## src/rtl/packet_rr_arbiter.sv

```systemverilog
// Packet-atomic round-robin arbiter.
// Merges NUM_PORTS AXI4-Stream inputs onto one output. A granted port keeps the
// output until its tlast beat handshakes. The data path is purely combinational,
// and m_src_port tags every beat with the index of the port that sent it.
module packet_rr_arbiter #(
  parameter int DATA_WIDTH    = 64,
  parameter int NUM_PORTS     = 4,
  parameter int PORT_ID_WIDTH = 2
) (
  input  logic                              clk,
  input  logic                              reset,
  input  logic [NUM_PORTS-1:0]              port_enable,
  input  logic [NUM_PORTS*DATA_WIDTH-1:0]   s_axis_tdata,
  input  logic [NUM_PORTS*DATA_WIDTH/8-1:0] s_axis_tkeep,
  input  logic [NUM_PORTS-1:0]              s_axis_tuser,
  input  logic [NUM_PORTS-1:0]              s_axis_tlast,
  input  logic [NUM_PORTS-1:0]              s_axis_tvalid,
  output logic [NUM_PORTS-1:0]              s_axis_tready,
  output logic [DATA_WIDTH-1:0]             m_axis_tdata,
  output logic [DATA_WIDTH/8-1:0]           m_axis_tkeep,
  output logic                              m_axis_tuser,
  output logic                              m_axis_tlast,
  output logic                              m_axis_tvalid,
  input  logic                              m_axis_tready,
  output logic [PORT_ID_WIDTH-1:0]          m_src_port
);

  localparam int KEEP_WIDTH = DATA_WIDTH / 8;
  localparam logic [PORT_ID_WIDTH-1:0] LAST_PORT = PORT_ID_WIDTH'(NUM_PORTS - 1);
  localparam logic [PORT_ID_WIDTH-1:0] ONE       = PORT_ID_WIDTH'(1);

  typedef enum logic {
    IDLE,
    PKT
  } state_t;

  state_t                   state;
  state_t                   state_next;
  logic [PORT_ID_WIDTH-1:0] grant;
  logic [PORT_ID_WIDTH-1:0] grant_next;
  logic [PORT_ID_WIDTH-1:0] last_grant;
  logic [PORT_ID_WIDTH-1:0] last_grant_next;
  logic [PORT_ID_WIDTH-1:0] pick;
  logic [PORT_ID_WIDTH-1:0] search_idx;
  logic                     pick_found;
  logic [NUM_PORTS-1:0]     candidates;
  logic                     packet_done;

  logic [DATA_WIDTH-1:0]    port_data [NUM_PORTS];
  logic [KEEP_WIDTH-1:0]    port_keep [NUM_PORTS];

  // Split the flat per-port buses into arrays so the grant can index them directly.
  for (genvar i = 0; i < NUM_PORTS; i++) begin : g_unpack
    assign port_data[i] = s_axis_tdata[i*DATA_WIDTH +: DATA_WIDTH];
    assign port_keep[i] = s_axis_tkeep[i*KEEP_WIDTH +: KEEP_WIDTH];
  end

  assign candidates  = s_axis_tvalid & port_enable;
  assign packet_done = m_axis_tvalid & m_axis_tready & m_axis_tlast;

  // Round-robin search: the first candidate after last_grant, wrapping at the top port.
  always_comb begin
    pick       = '0;
    pick_found = 1'b0;
    search_idx = last_grant;
    for (int k = 0; k < NUM_PORTS; k++) begin
      if (search_idx == LAST_PORT) begin
        search_idx = '0;
      end else begin
        search_idx = search_idx + ONE;
      end
      if (!pick_found && candidates[search_idx]) begin
        pick_found = 1'b1;
        pick       = search_idx;
      end
    end
  end

  // State register: a synchronous reset makes port 0 the first winner.
  always_ff @(posedge clk) begin
    if (reset) begin
      state      <= IDLE;
      grant      <= '0;
      last_grant <= LAST_PORT;
    end else begin
      state      <= state_next;
      grant      <= grant_next;
      last_grant <= last_grant_next;
    end
  end

  // Next state: arbitrate in IDLE; release the output only on a tlast handshake.
  always_comb begin
    state_next      = state;
    grant_next      = grant;
    last_grant_next = last_grant;
    case (state)
      IDLE: begin
        if (pick_found) begin
          grant_next = pick;
          state_next = PKT;
        end
      end
      PKT: begin
        if (packet_done) begin
          last_grant_next = grant;
          state_next      = IDLE;
        end
      end
      default: state_next = IDLE;
    endcase
  end

  // Outputs: a zero-latency mux from the granted port; nothing moves while IDLE.
  always_comb begin
    m_axis_tdata  = port_data[grant];
    m_axis_tkeep  = port_keep[grant];
    m_axis_tuser  = s_axis_tuser[grant];
    m_axis_tlast  = s_axis_tlast[grant];
    m_src_port    = grant;
    m_axis_tvalid = 1'b0;
    s_axis_tready = '0;
    if (state == PKT) begin
      m_axis_tvalid        = s_axis_tvalid[grant];
      s_axis_tready[grant] = m_axis_tready;
    end
  end

endmodule

```

## config.mk

```make
export PLATFORM = sky130hd
export DESIGN_NAME = packet_rr_arbiter
export DESIGN_NICKNAME = d
export VERILOG_FILES = /design/src/rtl/packet_rr_arbiter.sv
export SDC_FILE = /design/constraint.sdc
export NUM_CORES = 1
export LEC_CHECK = 0
export CAP_MARGIN = 5
export CORE_AREA = 4 4 148 150
export CTS_BUF_LIST = sky130_fd_sc_hd__clkbuf_4 sky130_fd_sc_hd__clkbuf_8
export DETAILED_ROUTE_END_ITERATION = 10
export DIE_AREA = 0 0 152 154
export GPL_TIMING_DRIVEN = 1
export SYNTH_ARGS = -nofsm -noshare
export SYNTH_HDL_FRONTEND = slang
export SYNTH_SLANG_ARGS = --single-unit
```

## constraint.sdc

```tcl
create_clock -name clk -period 2.3 [get_ports clk]
set_clock_uncertainty 0.1 [all_clocks]
set_input_delay 0.345 -clock clk [delete_from_list [all_inputs] [get_ports clk]]
set_output_delay 0.345 -clock clk [all_outputs]
set_load 0.02 [all_outputs]
```

==> run_results.csv, run 1 <==
group,metric,value,unit
die,die_y,154,µm
timing,rsz0062_at_grt,"no",
cells_and_area,syn2layout_area_growth,207,%
die,ioPinCount,388,
critical_path,cpMaxStageDelayCell,"mux4_2",
cells_and_area,nFillCells,2135,
yosys,synth_area,0.00211,mm²
yosys,syn-instance-count,135,
status,status,"completed",
job,drv_cap,0,
cells_and_area,seq_area,108,µm²
yosys,ys_seq_area_share,4.75,%
critical_path,cp_max_fo,15,
yosys,yosys.area_share.simple,5.52,%
yosys,synth_flop_cell,"dfxtp_1",
timing,slew_headroom,79.7,%
die,fp.dieArea,0.0234,mm²
yosys,avgSynthCellArea,15.6,µm²
yosys,synth-adder-area-share,0.594,%
placed_design,gp_congestion,0.959,
yosys,yosys.area_share.xor_xnor,0,%
clock_tree,cts_max_level,1,
yosys,syn-num-nets,443,
timing,fin_hold_ws,398,ps
critical_path,setup.worst_path.end_class,"output port",
yosys,synth_top_family_by_area,"multiplexers",
clock_tree,cts_tree,"built",
clock_tree,postCtsHoldBufs,0,
detailed_routing,num_vias,3246,
critical_path,cp.required,1860,ps
pwr,power_density,302,mW/mm²
yosys,synth_edf_count,0,
pwr,total_power,1.95,mW
pwr,ir_drop,108,µV
placed_design,dp_hpwl,15.2,mm
critical_path,cp_data_arrival_time,1780,ps
die,coreArea,0.0207,mm²
global_routing,antenna_found_initial,3,
critical_path,cp_cell_sequence,"buf_12, clkbuf_16, mux4_2, dlygate4sd2_1",
timing,maxSlewViolCount,0,
clock_tree,clk_pin_slew,30,ps
cells_and_area,multi_input_area,0.00191,mm²
die,dieWidth,152,µm
yosys,synth_seq_cells,5,
clock_tree,cts.sink_count,5,
timing,finalCritPeriodShare,96.9,%
global_routing,gr-total-overflow,0,
critical_path,critPathTopFamily,"buffers and inverters",
critical_path,startpoint_type,"flop",
timing,hold_viol,0,
timing,finalSetupViolations,0,
detailed_routing,vias_per_cell,4.05,
global_routing,grt_pass1_wl,23.4,mm
pwr,p_leak,2.30,nW
placed_design,io_buffers,387,
clock_tree,insertion_delay,230,ps
detailed_routing,wl_per_cell,21.6,µm
die,start_util,10.2,%
cells_and_area,drive_gt1_share,20.4,%
clock_tree,ctsRootBufferMaster,"clkbuf_8",
global_routing,grt_max_degree,42,
detailed_routing,drt_wl_total,17.3,mm
detailed_routing,drt.antenna.violating_nets,0,
critical_path,worstSetupPathType,"flop to output port",
cells_and_area,nets,834,
clock_tree,clock_path_buffers,2,
detailed_routing,dr.pass1.iters,4,
timing,worst_pin_slew,300,ps
detailed_routing,drc,0,
min_path,hold_path_class,"flop to flop",
yosys,synthMuxAreaShare,80.2,%
yosys,synth_compound_area_share,4.16,%
timing,finalCriticalPeriod,2230,ps
yosys,synth_cell_type_count,25,
yosys,yosys_warnings,0,
clock_tree,numCtsBuffers,3,
die,rows,53,
critical_path,max_stage_delay,520,ps
yosys,async_flop_share,0,%
detailed_routing,drtIter0Drc,139,
critical_path,cp_num_buf_inv,3,
timing,fmax,449,MHz
global_routing,groute.usage.overall,13.2,%
global_routing,grt_pass1_vias,3577,
## worst paths after layout
kind,start,end,slack (ps),cells after the start
max,m_src_port[0],m_axis_tkeep[6],70,4
min,last_grant[1],last_grant[1],400,1
max reg2reg,m_src_port[0],last_grant[1],400,6
min reg2reg,last_grant[1],last_grant[1],400,1
## logic make-up after synthesis
logic type,count (synthesis)
mux,75
simple gates,23
buf+inv,19
compound gates,12
flops,5
fa+ha+maj,1
## repair_timing
| action | in CTS | in global routing |
|---|---|---|
| endpoints found under the setup margin | 74 | 36 |
| cloned | 0 | 3 |
| buffers inserted | 0 | 4 |
| resized for setup | 73 | 2 |
## where the power goes
part | internal [mW] | switching, mW | leakage (nW)
registers | 0.0945 | 0.0124 | 0.0425
logic | 1.01 | 0.656 | 2.23
clock network | 0.131 | 0.0462 | 0.0262
## sequential cells by signal, indices dropped and copies added, names as in the netlist
name	flops
state	1
m_src_port	2
last_grant	2
## cell usage in the layout (no fill, tap or decap), types with 5 or more instances in the layout
master             n
buf_4             13
nor2_1             7
mux4_2            75
dlygate4sd2_1     65
clkdlybuf4s50_1  311
buf_12             5
nand2_1            5
## cell usage after synthesis, types with 2 or more instances
library cell	n	area share [%]
o41ai_1	2	0.83
nand3b_1	2	0.71
nand3_1	2	0.48
nor2_1	7	1.2
and2_1	2	0.59
buf_2	9	2.1
mux4_2	75	80
nor3_1	3	0.71
buf_4	3	1.1
nand2_1	5	0.89
clkbuf_1	5	0.89
a21oi_1	3	0.71
dfxtp_1	5	4.8
## per-stage QoR
step / utilization, % / instances / TNS (ps) / setup WS (ps) / instance area, µm²
after global placement: 30.7 / 789 / -145 / -91.7 / 6350
after detailed placement: 30.7 / 789 / -148 / -95.8 / 6350
final: 31.3 / 801 / 0 / 70.5 / 6480
after floorplan: - / 135 / 0 / 242 / 2110
after global routing: 31.3 / 800 / 0 / 5.05 / 6470
after CTS: 30.6 / 793 / -1.47 / -1.20 / 6340
## per-layer routing
metal	global-route usage, %	up-vias	wire (µm)
met4	2.05	2	205
met1	14.4	1551	6280
li1	-	1430	-
met3	4.28	14	1630
met5	0	-	11
met2	25.3	249	9160
## layout make-up
cell class	instances	share of cell area (%)
multi-input combinational	111	29.4
inverter	1	0.0580
sequential	5	1.66
antenna	1	0.0386
timing repair buffer	404	62.8
clock buffer	4	0.753
tap	275	5.31
Note: power is estimated with default switching activity, not from simulation.
==> inputs of run 2 (changes only) <==
--- a/config.mk
+++ b/config.mk
@@ -5,6 +5,7 @@
 export SDC_FILE = /design/constraint.sdc
 export NUM_CORES = 1
 export LEC_CHECK = 0
+export ABC_CLOCK_PERIOD_IN_PS = 2300
 export CAP_MARGIN = 5
 export CORE_AREA = 4 4 148 150
 export CTS_BUF_LIST = sky130_fd_sc_hd__clkbuf_4 sky130_fd_sc_hd__clkbuf_8
==> results of run 2 <==
Final layout, timing and power as in run 1 (identical DEF).
